### src/rtl/hazard_unit.sv
// Pipeline hazard unit: tracks in-flight destinations after D, derives stalls and
// forwarding selects, and sequences the multi-cycle mult/div busy window.
//
// MD state | meaning
// ---------+-----------------------------------------------------------
// MD_IDLE  | mult/div unit free; waits for a md_start entry in stage 1
// MD_BUSY  | unit occupied; md_cnt counts remaining busy cycles
//
// STAGES must be at least 3 (E, M, W are all referenced directly).
module hazard_unit #(
   parameter int STAGES     = 3,
   parameter int REG_BITS   = 5,
   parameter int MD_LATENCY = 5
) (
   input  logic                        clk,
   input  logic                        reset,
   input  logic                        d_valid,
   input  logic [REG_BITS-1:0]         d_rs,
   input  logic [REG_BITS-1:0]         d_rt,
   input  logic [$clog2(STAGES+1)-1:0] d_rs_tuse,
   input  logic [$clog2(STAGES+1)-1:0] d_rt_tuse,
   input  logic [REG_BITS-1:0]         d_dest,
   input  logic [$clog2(STAGES+1)-1:0] d_tnew,
   input  logic                        d_md_start,
   input  logic                        d_md_use,
   output logic                        stall,
   output logic [$clog2(STAGES+1)-1:0] fwd_d_rs,
   output logic [$clog2(STAGES+1)-1:0] fwd_d_rt,
   output logic [$clog2(STAGES+1)-1:0] fwd_e_rs,
   output logic [$clog2(STAGES+1)-1:0] fwd_e_rt,
   output logic [$clog2(STAGES+1)-1:0] fwd_m_rt,
   output logic                        md_busy
);

   localparam int SW = $clog2(STAGES+1);
   localparam logic [SW-1:0] NOUSE = {SW{1'b1}};

   typedef struct packed {
      logic                valid;
      logic                md_start;
      logic [REG_BITS-1:0] dest;
      logic [SW-1:0]       tnew;
      logic [REG_BITS-1:0] rs;
      logic [REG_BITS-1:0] rt;
   } entry_t;

   typedef struct packed {
      logic          hit;
      logic [SW-1:0] stage;
      logic [SW-1:0] tnew;
   } prod_t;

   typedef enum logic {
      MD_IDLE = 1'b0,
      MD_BUSY = 1'b1
   } md_state_t;

   entry_t [STAGES:1] pipe;
   md_state_t         md_state;
   logic [7:0]        md_cnt;

   prod_t d_rs_p, d_rt_p, e_rs_p, e_rt_p, m_rt_p;
   logic  rs_stall, rt_stall, md_stall, e_md_start;

   // Scan oldest to youngest so the youngest match overwrites older ones.
   function automatic prod_t find_producer(input entry_t [STAGES:1] p,
                                           input logic [REG_BITS-1:0] r,
                                           input int first);
      prod_t res;
      res = '0;
      for (int k = STAGES; k >= 1; k--) begin
         if (k >= first && p[k].valid && p[k].dest == r && r != '0) begin
            res.hit   = 1'b1;
            res.stage = SW'(k);
            res.tnew  = p[k].tnew;
         end
      end
      return res;
   endfunction

   function automatic entry_t age(input entry_t e);
      entry_t res;
      res = e;
      if (e.tnew != '0) begin
         res.tnew = e.tnew - SW'(1);
      end
      return res;
   endfunction

   always_comb begin
      d_rs_p = find_producer(pipe, d_rs, 1);
      d_rt_p = find_producer(pipe, d_rt, 1);
      e_rs_p = find_producer(pipe, pipe[1].rs, 2);
      e_rt_p = find_producer(pipe, pipe[1].rt, 2);
      m_rt_p = find_producer(pipe, pipe[2].rt, 3);
   end

   assign fwd_d_rs = (d_rs_p.hit && d_rs_p.tnew == '0) ? d_rs_p.stage : '0;
   assign fwd_d_rt = (d_rt_p.hit && d_rt_p.tnew == '0) ? d_rt_p.stage : '0;
   assign fwd_e_rs = (e_rs_p.hit && e_rs_p.tnew == '0) ? e_rs_p.stage : '0;
   assign fwd_e_rt = (e_rt_p.hit && e_rt_p.tnew == '0) ? e_rt_p.stage : '0;
   assign fwd_m_rt = (m_rt_p.hit && m_rt_p.tnew == '0) ? m_rt_p.stage : '0;

   assign rs_stall   = d_valid && (d_rs_tuse != NOUSE) && d_rs_p.hit && (d_rs_p.tnew > d_rs_tuse);
   assign rt_stall   = d_valid && (d_rt_tuse != NOUSE) && d_rt_p.hit && (d_rt_p.tnew > d_rt_tuse);
   assign e_md_start = pipe[1].valid && pipe[1].md_start;
   assign md_stall   = d_valid && (d_md_start || d_md_use) && (md_busy || e_md_start);
   assign stall      = rs_stall || rt_stall || md_stall;

   always_ff @(posedge clk) begin
      if (reset) begin
         pipe <= '0;
      end else begin
         if (d_valid && !stall) begin
            pipe[1] <= '{valid: 1'b1, md_start: d_md_start, dest: d_dest,
                         tnew: d_tnew, rs: d_rs, rt: d_rt};
         end else begin
            pipe[1] <= '0;
         end
         for (int k = 2; k <= STAGES; k++) begin
            pipe[k] <= age(pipe[k-1]);
         end
      end
   end

   // md_busy is registered alongside the state so it always equals (state == BUSY).
   always_ff @(posedge clk) begin
      if (reset) begin
         md_state <= MD_IDLE;
         md_cnt   <= '0;
         md_busy  <= 1'b0;
      end else begin
         case (md_state)
            MD_IDLE: begin
               if (e_md_start) begin
                  md_state <= MD_BUSY;
                  md_cnt   <= 8'(MD_LATENCY);
                  md_busy  <= 1'b1;
               end
            end
            MD_BUSY: begin
               if (md_cnt == 8'd1) begin
                  md_state <= MD_IDLE;
                  md_cnt   <= '0;
                  md_busy  <= 1'b0;
               end else begin
                  md_cnt <= md_cnt - 8'd1;
               end
            end
            default: begin
               md_state <= MD_IDLE;
               md_cnt   <= '0;
               md_busy  <= 1'b0;
            end
         endcase
      end
   end

endmodule

### config.mk
export PLATFORM = sky130hd
export DESIGN_NAME = hazard_unit
export DESIGN_NICKNAME = d
export VERILOG_FILES = /design/src/rtl/hazard_unit.sv
export SDC_FILE = /design/constraint.sdc
export NUM_CORES = 1
export LEC_CHECK = 0
export CAP_MARGIN = 20
export CORE_ASPECT_RATIO = 0.6
export CORE_MARGIN = 2
export CORE_UTILIZATION = 50
export DETAILED_ROUTE_END_ITERATION = 8
export GPL_TIMING_DRIVEN = 0
export PLACE_DENSITY = 0.72
export SYNTH_ARGS = -nofsm -noshare
export SYNTH_HDL_FRONTEND = slang
export SYNTH_SLANG_ARGS = --single-unit
### constraint.sdc
create_clock -name clk -period 8.13 [get_ports clk]
set_input_delay 0.813 -clock clk [delete_from_list [all_inputs] [get_ports clk]]
set_output_delay 0.813 -clock clk [all_outputs]
set_load 0.005 [all_outputs]
==> summary.txt <==
Logic synthesis
  • Register area share after synthesis: 34.48%
  • Cell type with the largest total area after synthesis: sky130_fd_sc_hd__dfxtp_1
  • Top flip-flop cell by instance count after synthesis: sky130_fd_sc_hd__dfxtp_1
  • Flip-flop and latch count after synthesis: 50
  • Post-synth net total: 379
  • Most frequently used cell type in the post-synthesis netlist: sky130_fd_sc_hd__dfxtp_1
  • Synth async-reset ratio: 0%
  • Post-synthesis cell area: 2903 µm²
  • Top-area cell type share of the netlist area: 34.48%
  • Largest cells by area after synthesis: sky130_fd_sc_hd__dfxtp_1 34%, sky130_fd_sc_hd__xor2_1 9.1%, sky130_fd_sc_hd__xnor2_1 7.2%, sky130_fd_sc_hd__nor4_1 6.7%, sky130_fd_sc_hd__nor2b_1 4.7%
  • Count of mapped cells out of synthesis: 347
  • Unique cell type count in the Yosys netlist: 49
  • Yosys synthesis warning count: 0
  • List of most frequent post-synthesis cells: 50 x sky130_fd_sc_hd__dfxtp_1, 33 x sky130_fd_sc_hd__nand2_1, 31 x sky130_fd_sc_hd__nor4_1
  • Post-synth EDFFs: 0
  • Mapped Avg Cell Area: 8.365 µm²

Global route
  • Maximum number of pins on one net before global-route repair: 18
  • Global-route usage over all layers: 23.64%
  • Grt ovf: 0
  • Global-route wire length before repair: 11560 µm
  • Number of antenna violations at the first check in global routing: 0
  • Vias in the first global route: 2283

Clocking
  • Insertion delay of the later-clocked pin in the worst-skew pair: 0.30 ns
  • Clock tree from TritonCTS: built
  • Number of instances resized during post-cts repair: 0
  • Clock buffers created by TritonCTS: 5
  • CTS clk-pin slew, worst paths: 0.09 ns
  • Hold-fix buffers at CTS: 0
  • Post-CTS setup buffer count: 0
  • Maximum buffer depth of the clock tree: 2
  • Clock Sinks: 50
  • Cell at the root of the clock tree: sky130_fd_sc_hd__clkbuf_8
  • Level count of the clock H-tree: 2

Place
  • Post-Place Worst Slack: 2.548 ns
  • Routability cong.: 0.8364
  • Dpl hpwl: 5707 µm
  • Number of input and output port buffers inserted: 32
  • Number of placed cells counting well taps: 459

Timing
  • # setup viols final: 0
  • Sum of negative setup slack: 0 ns
  • Number of hold-slack violations in the final timing report: 0
  • Final cycle utilization of the critical path: 68.93%
  • Remaining max-slew budget at the tightest pin: 56.33%
  • Final Max Tran Viols: 0
  • Worst-Margin Slew: 0.6491 ns
  • Final clock skew: 0.007411 ns
  • Achievable Freq: 0.1784 GHz
  • Unrepaired setup endpoints after global routing: false
  • Final min period: 5.604 ns
  • Final worst setup slack: 2.526 ns

Route
  • Via count: 2581
  • Router iterations before antenna repair: 4
  • Routed Wire Length: 7205 µm
  • Detailed router's first-iteration violation count: 191
  • Avg Vias per Cell: 5.527
  • Post-DR wirelength/cell: 15.43 µm
  • Count of unresolved DRC violations after routing: 0
  • Detail Route Antenna Nets: 0

Floorplan
  • Top-level port count: 38
  • Effective utilization at floorplan: 51.87%
  • Die Y: 63.02 µm
  • Core area: 5597 µm²
  • Chip Width: 102.4 µm
  • Total die area: 6451 µm²
  • Number of placement rows: 21

Power
  • Register share of total power: 54.5%
  • Int Pwr: 347.4 µW
  • Logic gate share of total power: 14.4%
  • Switch share: 27.35%
  • Switching power: 130.8 µW
  • Power per Cell Area: 140.0 nW/µm²
  • Design Power: 478.3 µW
  • Largest vdd supply drop: 0.08103 mV
  • Leak: 1.305 nW
  • Share of total power in the clock network: 31.1%

Final layout
  • Number of nets in the layout: 418
  • Final cell count without fillers: 467
  • Share of layout cells above drive strength 1: 5.168%
  • Area growth from synthesis to final layout: 17.72%
  • Post-layout util: 61.06%
  • Number of antenna repair diodes: 0

Min path
  • Path class of the lowest-slack min-delay path: reg -> reg

Setup path
  • Cell at the slowest stage of the critical path: sky130_fd_sc_hd__or4_4
  • Crit-path max cell delay: 0.61 ns
  • Setup slack on the worst flop-to-flop path: 4.59 ns
  • Crit Path Max Fanout: 10
  • Cells along the critical path: clkdlybuf4s50_1, or4_4, or2_4, and4b_1, buf_6, o311ai_0, and2_1, ha_1, a221oi_1, o311a_4, buf_6, or3_1, clkdlybuf4s50_1
  • Worst Setup Path Type: in -> out
  • Worst Path Arrival: 4.79 ns
  • Crit. End Element: output pin
  • Worst Path Required: 7.32 ns
  • Critical path startpoint category: primary input

Flow run
  • Maxcap violations: 0

Outcome
  • Outcome: complete, no violations
==> final cells by class <==
class	count	area (µm²)
Buffer	29	136.4
Multi-Input combinational cell	260	1735
Clock buffer	5	68.82
Timing Repair Buffer	32	320.3
Inverter	8	30.03
Fill cell	502	2180
Clock inverter	3	25.02
Tap cell	80	100.1
Sequential cell	50	1001
==> critical path: cells and delay by family <==
| kind | cells | cell delay [ns] |
|---|---|---|
| AND/OR/NAND/NOR | 5 | 1.39 |
| buffers and inverters | 4 | 1.37 |
| AO/OA/AOI/OAI | 3 | 0.99 |
| adder cells (fa/ha/maj) | 1 | 0.23 |
==> power by group through the flow <==
stage / clock network [mW] / registers, mW / logic, mW
6_report: 0.149 / 0.261 / 0.0690
5_1_grt: 0.161 / 0.262 / 0.0761
4_1_cts: 0.150 / 0.260 / 0.0683
3_5_place_dp: 0 / 0.266 / 0.0679
3_3_place_gp: 0 / 0.266 / 0.0666
2_1_floorplan: 0 / 0.263 / 0.0433
==> registers in the layout, indices dropped and copies added (netlist names) <==
| register | count |
|---|---|
| md_busy | 1 |
| md_cnt | 8 |
| md_state | 1 |
| pipe | 40 |
==> cell families (layout without fill, tap and decap cells) <==
family	after synthesis	in the layout	share of synthesized area (%)
flops	50	50	34.48
simple gates	160	160	30.99
compound gates	40	40	9.914
buf+inv	37	77	5.733
xor+xnor	54	54	16.29
fa+ha+maj	6	6	2.586
==> metal layers <==
layer	up-vias	GRT usage [%]	routed length (µm)
met1	1167	39.75	3790
met2	108	29.69	2655
li1	1300	-	-
met3	6	4.474	706
met4	0	5.667	53
met5	-	0	0
==> worst paths after layout <==
path | from | to | depth (start not counted)
worst max-delay path | d_rt[0] | stall | 13
worst max register to register | pipe[34] | pipe[7] | 12
worst min-delay path | pipe[29] | pipe[48] | 1
worst min register to register | pipe[29] | pipe[48] | 1
==> cell usage in the layout, fill, tap and decap left out, types with 3 or more instances in the layout <==
cell and count:
sky130_fd_sc_hd__dfxtp_1 50, sky130_fd_sc_hd__o21a_1 3, sky130_fd_sc_hd__nand4_1 7, sky130_fd_sc_hd__xnor2_1 24, sky130_fd_sc_hd__o211ai_1 4, sky130_fd_sc_hd__o21ai_0 6, sky130_fd_sc_hd__a21oi_1 7, sky130_fd_sc_hd__nand3_1 9
sky130_fd_sc_hd__a31oi_1 5, sky130_fd_sc_hd__nor2b_1 22, sky130_fd_sc_hd__ha_1 6, sky130_fd_sc_hd__nor3b_1 3, sky130_fd_sc_hd__inv_1 8, sky130_fd_sc_hd__nor4_1 31, sky130_fd_sc_hd__nor3_1 5, sky130_fd_sc_hd__and2_1 4
sky130_fd_sc_hd__nor2_1 20, sky130_fd_sc_hd__clkbuf_1 24, sky130_fd_sc_hd__clkbuf_8 5, sky130_fd_sc_hd__xor2_1 30, sky130_fd_sc_hd__and3_1 3, sky130_fd_sc_hd__buf_6 3, sky130_fd_sc_hd__nand2_1 33, sky130_fd_sc_hd__nand2b_1 4
sky130_fd_sc_hd__clkdlybuf4s50_1 32, sky130_fd_sc_hd__a221oi_1 3
==> stage by stage <==
stage / hold WS, ns / area, µm²
after global placement: 0.4645 / 3323
after detailed placement: 0.4658 / 3323
after CTS: 0.4794 / 3417
after global routing: 0.5084 / 3417
final: 0.4791 / 3417
after floorplan: 0.4195 / 2903
Note: power is estimated with default switching activity, not from simulation.
